File: config.mk
export PLATFORM = sky130hd
export DESIGN_NAME = imem_program_loader_flat
export DESIGN_NICKNAME = d
export VERILOG_FILES = /design/src/rtl/imem_program_loader_if.sv /design/src/rtl/imem_program_loader.sv /design/src/flat_wrapper.sv
export SDC_FILE = /design/constraint.sdc
export NUM_CORES = 1
export LEC_CHECK = 0
export CORE_ASPECT_RATIO = 0.75
export CORE_UTILIZATION = 43
export DETAILED_ROUTE_END_ITERATION = 8
export PLACE_DENSITY = 0.79
export RECOVER_POWER = 25
export SYNTH_ARGS = -nofsm -noshare
export SYNTH_HDL_FRONTEND = slang
export SYNTH_SLANG_ARGS = --single-unit
File: constraint.sdc
create_clock -name clk -period 1.8 [get_ports clk]
set_input_delay 0.27 -clock clk [delete_from_list [all_inputs] [get_ports clk]]
set_output_delay 0.27 -clock clk [all_outputs]
set_load 0.01 [all_outputs]
File: src/rtl/imem_program_loader_if.sv
// Instruction-loader stream and instruction-memory write bus.
// master drives the instruction fields; slave is the loader.
interface imem_program_loader_if #(
   parameter int ADDR_W = 6
);
   logic              start;
   logic              in_valid;
   logic              in_ready;
   logic              in_last;
   logic [2:0]        kind;
   logic [2:0]        alu_fn;
   logic [4:0]        rs;
   logic [4:0]        rt;
   logic [4:0]        rd;
   logic [15:0]       imm;
   logic              im_we;
   logic [ADDR_W-1:0] im_addr;
   logic [31:0]       im_wdata;
   logic [ADDR_W:0]   count;
   logic              done;
   logic              err;
   logic              cpu_hold;

   modport master (
      output start, in_valid, in_last, kind, alu_fn,
      output rs, rt, rd, imm,
      input  in_ready, im_we, im_addr, im_wdata,
      input  count, done, err, cpu_hold
   );

   modport slave (
      input  start, in_valid, in_last, kind, alu_fn,
      input  rs, rt, rd, imm,
      output in_ready, im_we, im_addr, im_wdata,
      output count, done, err, cpu_hold
   );
endinterface

File: src/rtl/imem_program_loader.sv
// Encodes symbolic instructions into MIPS words and loads them into imem.
// IMEM_ILLEGAL_TRAP_EN: illegal encodings stop the load instead of writing a nop.
module imem_program_loader #(
   parameter int DEPTH  = 64,
   parameter int ADDR_W = 6
) (
   input logic                 clk,
   input logic                 reset,
   imem_program_loader_if.slave bus
);

`ifdef IMEM_ILLEGAL_TRAP_EN
   localparam bit TRAP = 1'b1;
`else
   localparam bit TRAP = 1'b0;
`endif

   localparam logic [ADDR_W:0] LAST_W = (ADDR_W+1)'(DEPTH - 1);
   localparam logic [ADDR_W:0] ONE    = (ADDR_W+1)'(1);

   typedef enum logic [1:0] {
      IDLE,
      LOAD,
      DONE
   } state_t;

   state_t            state_q;
   logic              ready_q;
   logic              we_q;
   logic [ADDR_W-1:0] addr_q;
   logic [31:0]       wdata_q;
   logic [ADDR_W:0]   count_q;
   logic              done_q;
   logic              err_q;
   logic              hold_q;

   logic [5:0]  funct;
   logic        bad_fn;
   logic        bad;
   logic [31:0] enc;

   always_comb begin
      funct  = 6'h00;
      bad_fn = 1'b0;
      case (bus.alu_fn)
         3'd0:    funct = 6'h20;
         3'd1:    funct = 6'h22;
         3'd2:    funct = 6'h24;
         3'd3:    funct = 6'h25;
         3'd4:    funct = 6'h2A;
         default: bad_fn = 1'b1;
      endcase
   end

   always_comb begin
      bad = 1'b0;
      enc = 32'h0;
      case (bus.kind)
         3'd0: begin
            enc = {6'h00, bus.rs, bus.rt, bus.rd, 5'd0, funct};
            bad = bad_fn;
         end
         3'd1:    enc = {6'h08, bus.rs, bus.rt, bus.imm};
         3'd2:    enc = {6'h04, bus.rs, bus.rt, bus.imm};
         3'd3:    enc = {6'h02, bus.rs, bus.rt, bus.imm};
         3'd4:    enc = {6'h23, bus.rs, bus.rt, bus.imm};
         3'd5:    enc = {6'h2B, bus.rs, bus.rt, bus.imm};
         default: bad = 1'b1;
      endcase
      if (bad) enc = 32'h0;
   end

   // count doubles as the write pointer; it is one bit wider so it never wraps
   always_ff @(posedge clk or posedge reset) begin
      if (reset) begin
         state_q <= IDLE;
         ready_q <= 1'b0;
         we_q    <= 1'b0;
         addr_q  <= '0;
         wdata_q <= 32'h0;
         count_q <= '0;
         done_q  <= 1'b0;
         err_q   <= 1'b0;
         hold_q  <= 1'b1;
      end else begin
         we_q <= 1'b0;
         case (state_q)
            IDLE, DONE: begin
               if (bus.start) begin
                  state_q <= LOAD;
                  ready_q <= 1'b1;
                  count_q <= '0;
                  done_q  <= 1'b0;
                  err_q   <= 1'b0;
                  hold_q  <= 1'b1;
               end
            end
            LOAD: begin
               if (bus.in_valid) begin
                  if (bad && TRAP) begin
                     err_q   <= 1'b1;
                     state_q <= DONE;
                     ready_q <= 1'b0;
                     done_q  <= 1'b1;
                  end else begin
                     we_q    <= 1'b1;
                     addr_q  <= count_q[ADDR_W-1:0];
                     wdata_q <= enc;
                     count_q <= count_q + ONE;
                     if (bad) err_q <= 1'b1;
                     if (bus.in_last || count_q == LAST_W) begin
                        state_q <= DONE;
                        ready_q <= 1'b0;
                        done_q  <= 1'b1;
                        hold_q  <= 1'b0;
                     end
                  end
               end
            end
            default: state_q <= IDLE;
         endcase
      end
   end

   assign bus.in_ready = ready_q;
   assign bus.im_we    = we_q;
   assign bus.im_addr  = addr_q;
   assign bus.im_wdata = wdata_q;
   assign bus.count    = count_q;
   assign bus.done     = done_q;
   assign bus.err      = err_q;
   assign bus.cpu_hold = hold_q;

endmodule

File: src/flat_wrapper.sv
// flat-port wrapper written by rule: the top's interface ports become plain ports
module imem_program_loader_flat 
#(
   parameter int DEPTH  = 64,
   parameter int ADDR_W = 6
)
  (clk, reset, bus_start, bus_in_valid, bus_in_last, bus_kind, bus_alu_fn, bus_rs, bus_rt, bus_rd, bus_imm, bus_in_ready, bus_im_we, bus_im_addr, bus_im_wdata, bus_count, bus_done, bus_err, bus_cpu_hold);
  imem_program_loader_if #(.ADDR_W(ADDR_W)) bus_i ();
  input logic clk;
  input logic reset;
  input wire logic [$bits(bus_i.start)-1:0] bus_start;
  input wire logic [$bits(bus_i.in_valid)-1:0] bus_in_valid;
  input wire logic [$bits(bus_i.in_last)-1:0] bus_in_last;
  input wire logic [$bits(bus_i.kind)-1:0] bus_kind;
  input wire logic [$bits(bus_i.alu_fn)-1:0] bus_alu_fn;
  input wire logic [$bits(bus_i.rs)-1:0] bus_rs;
  input wire logic [$bits(bus_i.rt)-1:0] bus_rt;
  input wire logic [$bits(bus_i.rd)-1:0] bus_rd;
  input wire logic [$bits(bus_i.imm)-1:0] bus_imm;
  output wire logic [$bits(bus_i.in_ready)-1:0] bus_in_ready;
  output wire logic [$bits(bus_i.im_we)-1:0] bus_im_we;
  output wire logic [$bits(bus_i.im_addr)-1:0] bus_im_addr;
  output wire logic [$bits(bus_i.im_wdata)-1:0] bus_im_wdata;
  output wire logic [$bits(bus_i.count)-1:0] bus_count;
  output wire logic [$bits(bus_i.done)-1:0] bus_done;
  output wire logic [$bits(bus_i.err)-1:0] bus_err;
  output wire logic [$bits(bus_i.cpu_hold)-1:0] bus_cpu_hold;
  assign bus_i.start = bus_start;
  assign bus_i.in_valid = bus_in_valid;
  assign bus_i.in_last = bus_in_last;
  assign bus_i.kind = bus_kind;
  assign bus_i.alu_fn = bus_alu_fn;
  assign bus_i.rs = bus_rs;
  assign bus_i.rt = bus_rt;
  assign bus_i.rd = bus_rd;
  assign bus_i.imm = bus_imm;
  assign bus_in_ready = bus_i.in_ready;
  assign bus_im_we = bus_i.im_we;
  assign bus_im_addr = bus_i.im_addr;
  assign bus_im_wdata = bus_i.im_wdata;
  assign bus_count = bus_i.count;
  assign bus_done = bus_i.done;
  assign bus_err = bus_i.err;
  assign bus_cpu_hold = bus_i.cpu_hold;
  imem_program_loader #(.DEPTH(DEPTH), .ADDR_W(ADDR_W)) u_core (.clk(clk), .reset(reset), .bus(bus_i));
endmodule
; ---- Word level (Yosys, flattened, before mapping)
; Index checks and enable logic that the tools add are counted.
[word_totals]
out_inout_bits = 50
ff_bits = 52
elab_cells = 64
in_bits = 42
[op_classes]
addsub = 1
reduce_logical = 13
n_mux = 25
n_eq_ne = 16
[op_table]
columns = cell, count
row1 = 32-bit one-hot mux with 6 select lines, 1
row2 = 32-bit two-way mux, 1
row3 = 6-bit one-hot mux with 5 select lines, 1
row4 = 7-bit two-way mux, 2
row5 = 7-bit one-hot mux with 2 select lines, 1
row6 = "3-bit by 2-bit == test with 1-bit output, second input constant", 4
row7 = 1-bit two-way mux, 11
row8 = 5-bit OR reduction, 2
row9 = "3-bit == test, second input constant", 3
row10 = 1-bit one-hot mux with 2 select lines, 4
row11 = 4-bit AND reduction, 2
row12 = "7-bit by 1-bit adder with 7-bit output, second input constant", 1
row13 = "7-bit by 6-bit == test with 1-bit output, second input constant", 1
row14 = "3-bit by 1-bit == test with 1-bit output, second input constant", 2
row15 = 3-bit zero test, 2
row16 = 2-bit two-way mux, 3
row17 = 3-bit AND reduction, 2
row18 = "2-bit by 1-bit != test with 1-bit output, second input constant", 2
row19 = "2-bit != test, second input constant", 2
row20 = 2-bit one-hot mux with 2 select lines, 1
row21 = "2-bit by 1-bit == test with 1-bit output, second input constant", 1
row22 = "2-bit == test, second input constant", 1
row23 = 2-bit zero test, 1
row24 = 2-bit AND reduction, 1
row25 = other kinds (3), 3

; ---- Depth between registers and ports, before layout
; Gate-level depths: netlist of the first run.
[logic_depth]
word_depth = 7
depth_mapped = 6
ltp_nobuf = 4

; ---- Least setup slack after synthesis of the first run
; No wires, ideal clock.
[synth_timing]
kind = in2reg
from = input bus_kind[0]
to = register u_core.wdata_q[4], in the netlist u_core.bus.im_wdata[4]
required_ns = 1.679
slack_ns = 0.363
t_arrival_ns = 1.316
n_path_buf = 3
path_stages = 6
setup_time_ns = 0.121
path_cell_list = buf_6 > or3_4 > buf_6 > and3_4 > buf_6 > a22o_1
[synth_between]
elab_chain_len = 4
word_cells_on_any_way = 10
classes_between = eq/ne: 5 / mux: 3 / reduce/logical: 2
[synth_rtl]
columns = item, line_no
row1 = "start, declared", flat_wrapper.sv:14  ; input wire logic [$bits(bus_i.kind)-1:0] bus_kind;
row2 = 3-bit by 1-bit == test with 1-bit output (tied with other cells), imem_program_loader.sv:58  ; case (bus.kind)
row3 = 5-bit OR reduction (no source line), -
row4 = 1-bit one-hot mux with 2 select lines, imem_program_loader.sv:58
row5 = 32-bit two-way mux (*), imem_program_loader.sv:70  ; if (bad) enc = 32'h0;
row6 = "end signal, assigned", imem_program_loader.sv:108  ; wdata_q <= enc;
row7 = "end, declared", imem_program_loader.sv:31  ; logic [31:0] wdata_q;
; Every way passes the cells marked *; elsewhere a longest branch is shown, timed or not.
; A chain may end at the register's enable or synchronous reset.

; ---- Worst setup path in the final report of the first run
[layout_timing]
from = register u_core.hold_q, in the netlist u_core.bus.cpu_hold
to = output bus_cpu_hold
[layout_lines]
columns = item, line_no
row1 = "start, declared", imem_program_loader.sv:35  ; logic hold_q;
row2 = "start signal, assigned", imem_program_loader.sv:84  ; hold_q <= 1'b1;
row3 = "start signal, assigned", imem_program_loader.sv:95  ; hold_q <= 1'b1;
row4 = "start signal, assigned", imem_program_loader.sv:115  ; hold_q <= 1'b0;
row5 = "end, declared", flat_wrapper.sv:27  ; output wire logic [$bits(bus_i.cpu_hold)-1:0] bus_cpu_hold;
; No word-level cell between the ends.

==> flow_summary.toml, run 1 <==
[placement]
gp_congestion = 0.815
io_buffers = 90
hpwl_um = 4510
dpl_worst_slack_ns = -0.0980
dp.cells = 410

[floorplanning]
die_y_um = 66.0
start_util_pct = 46.4
die_area_mm2 = 0.00577
core_mm2 = 0.00506
rows = 22
die_w_um = 87.4
ioPinCount = 92

[drt]
drc = 0
drt-total-wl_um = 6060
first_iter_violations = 79
vias_per_cell = 5.15
antenna_left = 0
wl_per_cell_um = 14.5
via_count = 2152
drtPass1Iterations = 4

[global_route]
grt_pass1_wl_um = 9850
globalRouteTotalUtil_pct = 22.5
grt-ovfl-total = 0
grt_pass1_vias = 2067
grt_max_degree = 20
grt_antenna_before_repair = 0

[sta]
worstMarginPinSlew_ns = 0.719
period_share_pct = 91.9
max-slew-margin-rel_pct = 52.0
final_max_slew_viol_count = 0
clock_skew_ns = 0.00763
period_minus_slack_ns = 1.66
rsz0062_at_grt = "no"
hold_ws_ns = 0.486
clock.fmax_mhz = 604
setup_viol = 0
hold_viol_final = 0
setup_slack_ns = 0.145

[yosys]
ys_warn_count = 0
yosysTopAreaCell = "dfrtp_1"
synth_flop_cell = "dfrtp_1"
synth-edff-count = 0
synth_cell_types = 46
avgSynthCellArea_um2 = 9.67
synthTopCellsByArea = "dfrtp_1 52%, nand2_1 9.6%, o21ai_0 4.5%, a22o_1 3.0%, nor2b_1 2.4%"
syn_nets = 286
syn_inst = 243
synth-seq-area-share_pct = 53.3
synth_area_mm2 = 0.00235
ys_ff_latch = 50
synth_top_area_share_pct = 52.2
synth_async_sr_flop_share_pct = 100

[critical_path]
cp-startpoint = "u_core.bus.cpu_hold"
start_kind = "flop"
cp_max_fo = 3
crit_chain = "clkdlybuf4s50_1"
worstReg2RegStart = "u_core.state_q[1]"
crit_path_end_kind = "primary output"
cp_num_buf_inv = 1
critical_path.slowest_cell = "dfstp_2"
cpPeakStageDelay_ns = 0.55
worstPathRequired_ns = 1.53
critPathKind = "reg2out"
cp_top_family = "flip-flops"
arrival_ns = 1.39

[cts]
clkSlewWorstSetupHoldPaths_ns = 0.09
cts_resized = 0
hold_buffers = 0
cts_inserted_buffers = 5
htreeDepth = 2
cts_root_buf = "clkbuf_8"
cts_tree = "done"
post_cts_buffers = 0
cts_buffer_depth = 2
numClockSinks = 50
insertion_delay_ns = 0.30

[outcome]
status = "completed"

[final_layout]
drive_gt1_share_pct = 9.25
multi_input_area_um2 = 973
area_growth_pct = 50.1
finalNetCount = 388
fin_cells = 418
ff_latch_area_mm2 = 0.00125
diodes = 0
fill_cells = 400

[power_and_ir_drop]
leakage_nw = 1.54
power_density_mw_per_mm2 = 1300
report.power.total_mw = 4.60
vdd_drop_max_mv = 0.668

[hold_path]
min_from = "u_core.bus.im_wdata[11]"
hold_path.class = "reg2reg"

[flow_run]
drv_cap = 0
[cell type report]
cell class              instances  share of cell area [%]
clock buffers                   7                    2.45
multi-input cells             171                    27.6
repair buffers                111                    30.4
clock inverters                 1                   0.851
well taps                      72                    2.55
flip-flops and latches         50                    35.5
inverters                       6                   0.639
[sequential cells by signal, indices dropped and copies added, names as in the netlist]
register,cells
u_core.bus.err,1
u_core.bus.cpu_hold,1
u_core.bus.done,1
u_core.state_q,2
u_core.bus.im_addr,6
u_core.bus.im_we,1
u_core.bus.in_ready,1
u_core.bus.count,7
u_core.bus.im_wdata,30
[cell usage after synthesis, drive strengths merged, types with 2 or more instances]
cell type / number
nand3: 3
nand2b: 2
o311ai: 2
nor2b: 9
a221oi: 5
a21oi: 7
clkbuf: 4
and3b: 6
inv: 6
a22o: 8
or3: 5
buf: 12
nand2: 60
dfrtp: 49
nor3b: 2
nor2: 4
nand3b: 2
mux2i: 3
o21ai: 33
[stage by stage]
step | TNS, ns | cell area (um2) | utilization, %
after floorplan | 0 | 2350 | -
final | 0 | 3530 | 69.6
after global placement | 0 | 3420 | 67.6
after global routing | 0 | 3530 | 69.6
after CTS | 0 | 3540 | 69.9
after detailed placement | -0.532 | 3420 | 67.6
[power by group]
group / switching [mW] / internal [mW] / total [mW]
clock network: 0.370 / 0.454 / 0.824
registers: 0.274 / 1.53 / 1.80
logic: 0.865 / 1.11 / 1.97
[worst reg2reg max path: cells and delay by family (launching register included)]
family                 cells  cell delay, ns
AND/OR/NAND/NOR            2            0.62
flip-flops                 1            0.43
buffers and inverters      1            0.24
AO/OA/AOI/OAI              1            0.15
[cells by family after synthesis]
kind of cell	Yosys count	synth area share, %
xor gates and xnor gates	1	0.373
muxes	3	1.28
buffers and inverters	22	5.27
AOI/OAI and AO/OA	66	18.3
and+or+nand+nor	99	20.8
DFF	50	53.3
other	1	0.160
adders and majority gates	1	0.532
[placed cells by master (no fill, tap or decap), types with 2 or more instances in the layout]
master	count
clkbuf_8	6
nand2_1	60
inv_1	5
nor2b_1	9
nand2b_1	2
or3_1	4
o21ai_1	11
mux2i_1	3
and3b_1	6
clkdlybuf4s50_1	89
buf_4	16
nor3b_1	2
a21oi_1	7
nand3b_1	2
o21ai_0	21
a22o_1	8
a221oi_1	5
dfrtp_1	49
clkbuf_1	4
buf_12	2
nor2_1	4
nand3_1	3
o311ai_0	2
[path summary, 6_finish.rpt]
check | slack [ns] | endpoint | cells past startpoint
worst max-delay path | 0.14 | bus_cpu_hold | 1
worst min-delay path | 0.49 | u_core.bus.im_wdata[11] | 2
worst max register to register | 0.28 | u_core.bus.count[4] | 4
worst min register to register | 0.49 | u_core.bus.im_wdata[11] | 2
max in group asynchronous | 0.47 | u_core.bus.im_wdata[16] | 3
min in group asynchronous | 0.52 | u_core.bus.im_addr[1] | 2
[per-layer routing]
| metal | track usage (%) | part of all wire (%) | vias up | wire [um] |
|---|---|---|---|---|
| li1 | - | - | 1052 | - |
| met1 | 30.0 | 47 | 1003 | 2820 |
| met2 | 37.0 | 46 | 87 | 2770 |
| met3 | 4.37 | 6.1 | 10 | 368 |
| met4 | 7.58 | 1.6 | 0 | 95 |
| met5 | 0 | 0 | - | 0 |
No activity file was read; power rests on OpenSTA's default activity.
==> run 2, diff against run 1 <==
--- a/config.mk
+++ b/config.mk
@@ -8,6 +8,7 @@
 export CORE_ASPECT_RATIO = 0.75
 export CORE_UTILIZATION = 43
 export DETAILED_ROUTE_END_ITERATION = 8
+export HOLD_SLACK_MARGIN = 0.1
 export PLACE_DENSITY = 0.79
 export RECOVER_POWER = 25
 export SYNTH_ARGS = -nofsm -noshare
==> constraint.sdc (replaced) <==
create_clock -name clk -period 1.8 [get_ports clk]
set_input_delay 0.27 -clock clk [delete_from_list [all_inputs] [get_ports clk]]
set_output_delay 0.27 -clock clk [all_outputs]
set_load 0.05 [all_outputs]
==> flow_summary.toml, run 2 (same netlist as run 1, synthesis figures left out) <==
[outcome]
status = "completed"

[cts]
cts_resized = 0
cts_inserted_buffers = 5
post_cts_buffers = 0
cts_root_buf = "clkbuf_8"
cts_tree = "done"
numClockSinks = 50
cts_buffer_depth = 2
insertion_delay_ns = 0.31
hold_buffers = 0
clkSlewWorstSetupHoldPaths_ns = 0.09
htreeDepth = 2

[drt]
antenna_left = 0
first_iter_violations = 87
wl_per_cell_um = 14.0
vias_per_cell = 5.09
drt-total-wl_um = 5780
drtPass1Iterations = 6
drc = 0
via_count = 2104

[critical_path]
crit_path_end_kind = "primary output"
cpPeakStageDelay_ns = 0.81
cp_top_family = "buffers and inverters"
r2r_cells = 5
r2r_slack_ns = 0.28
worstReg2RegStart = "u_core.state_q[1]"
arrival_ns = 1.49
cp_num_buf_inv = 1
rr_endpoint = "u_core.bus.im_wdata[1]"
crit_chain = "clkdlybuf4s50_1"
critical_path_depth = 1
critPathKind = "reg2out"
worstPathRequired_ns = 1.53
critical_path.slowest_cell = "clkdlybuf4s50_1"
cp-startpoint = "u_core.bus.im_wdata[9]"
endpoint = "bus_im_wdata[9]"
cp_max_fo = 2
start_kind = "flop"

[sta]
period_share_pct = 97.8
max-slew-margin-rel_pct = 59.6
setup_viol = 0
hold_viol_final = 0
clock_skew_ns = 0.00732
clock.fmax_mhz = 568
rsz0062_at_grt = "no"
hold_ws_ns = 0.465
final_max_slew_viol_count = 0
period_minus_slack_ns = 1.76
worstMarginPinSlew_ns = 0.605

[global_route]
grt_antenna_before_repair = 0
grt_max_degree = 35
grt-ovfl-total = 0
grt_pass1_vias = 2077
grt_pass1_wl_um = 9580
globalRouteTotalUtil_pct = 21.8

[floorplanning]
rows = 22
die_y_um = 66.0
start_util_pct = 46.4
die_area_mm2 = 0.00577
core_mm2 = 0.00506
die_w_um = 87.4
ioPinCount = 92

[final_layout]
area_growth_pct = 47.9
layout_common_cells = "66 x clkdlybuf4s50_1, 60 x nand2_1, 49 x dfrtp_1"
largest_reg_flops = 30
fill_cells = 417
diodes = 0
drive_gt1_share_pct = 13.8
final_common_cell = "clkdlybuf4s50_1"
fin_cells = 413
finalNetCount = 383
final_cell_area_mm2 = 0.00347
fin_util_pct = 68.6

[power_and_ir_drop]
vdd_drop_max_mv = 0.861
leakage_nw = 1.66
power_density_mw_per_mm2 = 1640

[placement]
io_buffers = 90
dp.cells = 405
placed_area_mm2 = 0.00336
hpwl_um = 4350
gp_congestion = 0.820

[hold_path]
hold_path.class = "in2async"

[flow_run]
drv_cap = 0
==> run 2: changes by cell type in the layout (fill, tap and decap cells not counted), sizes merged <==
cell | before | now
clkinv | 0 | 1
buf | 18 | 31
inv | 6 | 7
clkdlybuf4s50 | 89 | 66
dlymetal6s2s | 0 | 7
clkbuf | 10 | 6
==> run 2: metrics by stage <==
stage          setup TNS, ns  power [mW]  worst slack [ns]
6_report                   0        5.71            0.0389
4_1_cts                    0        5.77           0.00760
3_3_place_gp        -0.00458        4.91          -0.00243
5_1_grt                    0        6.01           0.00277
3_5_place_dp          -0.349        4.96           -0.0672
2_1_floorplan              0        3.85             0.156
==> run 2: power by group <==
part / total (mW) / switching [mW] / internal (mW) / leakage [nW]
clock: 0.799 / 0.382 / 0.417 / 0.0585
sequential: 1.79 / 0.261 / 1.53 / 0.648
combinational: 3.12 / 2.07 / 1.05 / 0.949
total: 5.71 / 2.72 / 2.99 / 1.66
==> run 2: worst min path at each step <==
stage	depth (start not counted)	slack, ns	end	start
after floorplan	1	0.36	u_core.bus.count[1]	bus_start
after global placement	2	0.46	u_core.bus.im_addr[2]	u_core.bus.im_addr[2]
after detailed placement	2	0.46	u_core.bus.im_addr[3]	u_core.bus.im_addr[3]
after CTS	2	0.26	u_core.bus.im_wdata[24]	reset
after global routing	3	0.50	u_core.bus.im_wdata[20]	bus_rt[4]
final	2	0.47	u_core.bus.im_addr[4]	reset
==> run 2: final cells by class <==
cell class,count,area [um2],share of cell area (%)
Tap cell,72,90.1,2.59
Sequential cell,50,1250,36.0
Inverter,6,22.5,0.648
Clock inverter,3,43.8,1.26
Multi-Input combinational cell,171,973,28.0
Timing Repair Buffer,106,1020,29.5
Clock buffer,5,68.8,1.98
==> run 2: metal layers <==
layer | share of wire [%] | track usage, % | vias up
li1 | - | - | 1044
met1 | 46 | 30.3 | 971
met2 | 46 | 34.2 | 82
met3 | 6.5 | 4.49 | 7
met4 | 1.0 | 6.97 | 0
met5 | 0 | 0 | -
==> run 3, diff against run 2 <==
--- a/config.mk
+++ b/config.mk
@@ -5,7 +5,7 @@
 export SDC_FILE = /design/constraint.sdc
 export NUM_CORES = 1
 export LEC_CHECK = 0
-export CORE_ASPECT_RATIO = 0.75
+export CORE_ASPECT_RATIO = 2
 export CORE_UTILIZATION = 43
 export DETAILED_ROUTE_END_ITERATION = 8
 export HOLD_SLACK_MARGIN = 0.1
==> constraint.sdc (replaced) <==
create_clock -name clk -period 1.8 [get_ports clk]
set_input_delay 0.27 -clock clk [delete_from_list [all_inputs] [get_ports clk]]
set_output_delay 0.27 -clock clk [all_outputs]
set_load 0.005 [all_outputs]
==> flow_summary.toml, run 3 (same netlist as run 1, synthesis figures left out) <==
[critical_path]
crit_path_end_kind = "primary output"
cp_max_fo = 3
critical_path_depth = 1
critPathKind = "reg2out"
start_kind = "flop"
worstReg2RegStart = "u_core.state_q[1]"
cp_num_buf_inv = 1
crit_chain = "clkdlybuf4s50_1"
arrival_ns = 1.36
r2r_slack_ns = 0.31
rr_endpoint = "u_core.bus.im_wdata[11]"
r2r_cells = 5
worstPathRequired_ns = 1.53
cp-startpoint = "u_core.bus.cpu_hold"
endpoint = "bus_cpu_hold"
cpPeakStageDelay_ns = 0.55
critical_path.slowest_cell = "dfstp_2"
cp_top_family = "flip-flops"

[hold_path]
hold_path.class = "in2async"

[sta]
clock.fmax_mhz = 615
clock_skew_ns = 0.00463
period_minus_slack_ns = 1.63
max-slew-margin-rel_pct = 64.6
rsz0062_at_grt = "no"
worstMarginPinSlew_ns = 0.531
setup_viol = 0
setup_slack_ns = 0.174
hold_viol_final = 0
period_share_pct = 90.3
final_max_slew_viol_count = 0

[floorplanning]
core_mm2 = 0.00518
start_util_pct = 45.3
die_w_um = 54.3
die_area_mm2 = 0.00578
rows = 37
die_y_um = 107
ioPinCount = 92

[global_route]
grt_pass1_wl_um = 9710
grt_antenna_before_repair = 0
grt-ovfl-total = 0
grt_pass1_vias = 2068
globalRouteTotalUtil_pct = 22.8
grt_max_degree = 30

[cts]
htreeDepth = 2
hold_buffers = 0
clkSlewWorstSetupHoldPaths_ns = 0.09
insertion_delay_ns = 0.30
cts_resized = 0
post_cts_buffers = 0
cts_inserted_buffers = 5
cts_tree = "done"
numClockSinks = 50
cts_buffer_depth = 2
cts_root_buf = "clkbuf_8"

[final_layout]
largest_reg_flops = 30
fin_util_pct = 66.8
layout_common_cells = "89 x clkdlybuf4s50_1, 60 x nand2_1, 49 x dfrtp_1"
area_growth_pct = 47.3
final_cell_area_mm2 = 0.00346
final_common_cell = "clkdlybuf4s50_1"
drive_gt1_share_pct = 8.53
finalNetCount = 382
diodes = 0

[drt]
vias_per_cell = 5.40
wl_per_cell_um = 15.1
drc = 0
first_iter_violations = 56
drt-total-wl_um = 6000
via_count = 2148
antenna_left = 0
drtPass1Iterations = 4

[power_and_ir_drop]
leakage_nw = 1.52
power_density_mw_per_mm2 = 1260
vdd_drop_max_mv = 0.782
report.power.total_mw = 4.37

[outcome]
status = "completed"

[placement]
placed_area_mm2 = 0.00337
io_buffers = 90
gp_congestion = 0.829
hpwl_um = 4620
dpl_worst_slack_ns = -0.0630

[flow_run]
drv_cap = 0
run 3: cell count changes in the layout (fill, tap and decap cells not counted), sizes merged:
| cell | previous run | this run |
|---|---|---|
| inv | 7 | 6 |
| dlymetal6s2s | 7 | 0 |
| clkdlybuf4s50 | 66 | 89 |
| clkinv | 1 | 2 |
| buf | 31 | 13 |
| clkbuf | 6 | 7 |
run 3: report_power, final:
group / switching (mW) / internal (mW) / total, mW
Sequential: 0.276 / 1.53 / 1.80
Clock: 0.367 / 0.409 / 0.777
Combinational: 0.708 / 1.08 / 1.79
run 3: final cells by class:
type,instances,area (um2)
Fill cell,447,1720
Multi-Input combinational cell,171,973
Inverter,6,22.5
Timing Repair Buffer,105,1030
Clock buffer,5,68.8
Clock inverter,3,40.0
Sequential cell,50,1250
Tap cell,58,72.6
run 3: worst min path at each step:
stage / depth (start not counted) / slack [ns] / endpoint
after floorplan: 1 / 0.36 / u_core.bus.count[1]
after global placement: 2 / 0.46 / u_core.bus.im_addr[0]
after detailed placement: 2 / 0.46 / u_core.bus.im_addr[1]
after CTS: 2 / 0.24 / u_core.bus.im_wdata[21]
after global routing: 2 / 0.46 / u_core.bus.im_wdata[21]
final: 2 / 0.42 / u_core.bus.im_wdata[21]
run 3: layer usage:
metal,share of wire [%],GRT usage (%)
met5,0,0
met4,3.3,11.7
met3,2.9,1.72
met2,57,39.6
met1,37,26.1
run 3: worst reg2reg max path, stage by stage (launching register included):
cell      delay [ns]
dfrtp_1         0.44
nand3b_1        0.22
buf_4           0.22
inv_2           0.14
o211ai_2        0.17
o21ai_0         0.23
run 3: through the flow:
step,TNS [ns],hold WS (ns),cells
floorplan,0,0.359,243
global placement,0,0.456,390
detailed placement,-0.221,0.465,390
CTS,0,0.237,398
global route,0,0.462,398
finish,0,0.420,398
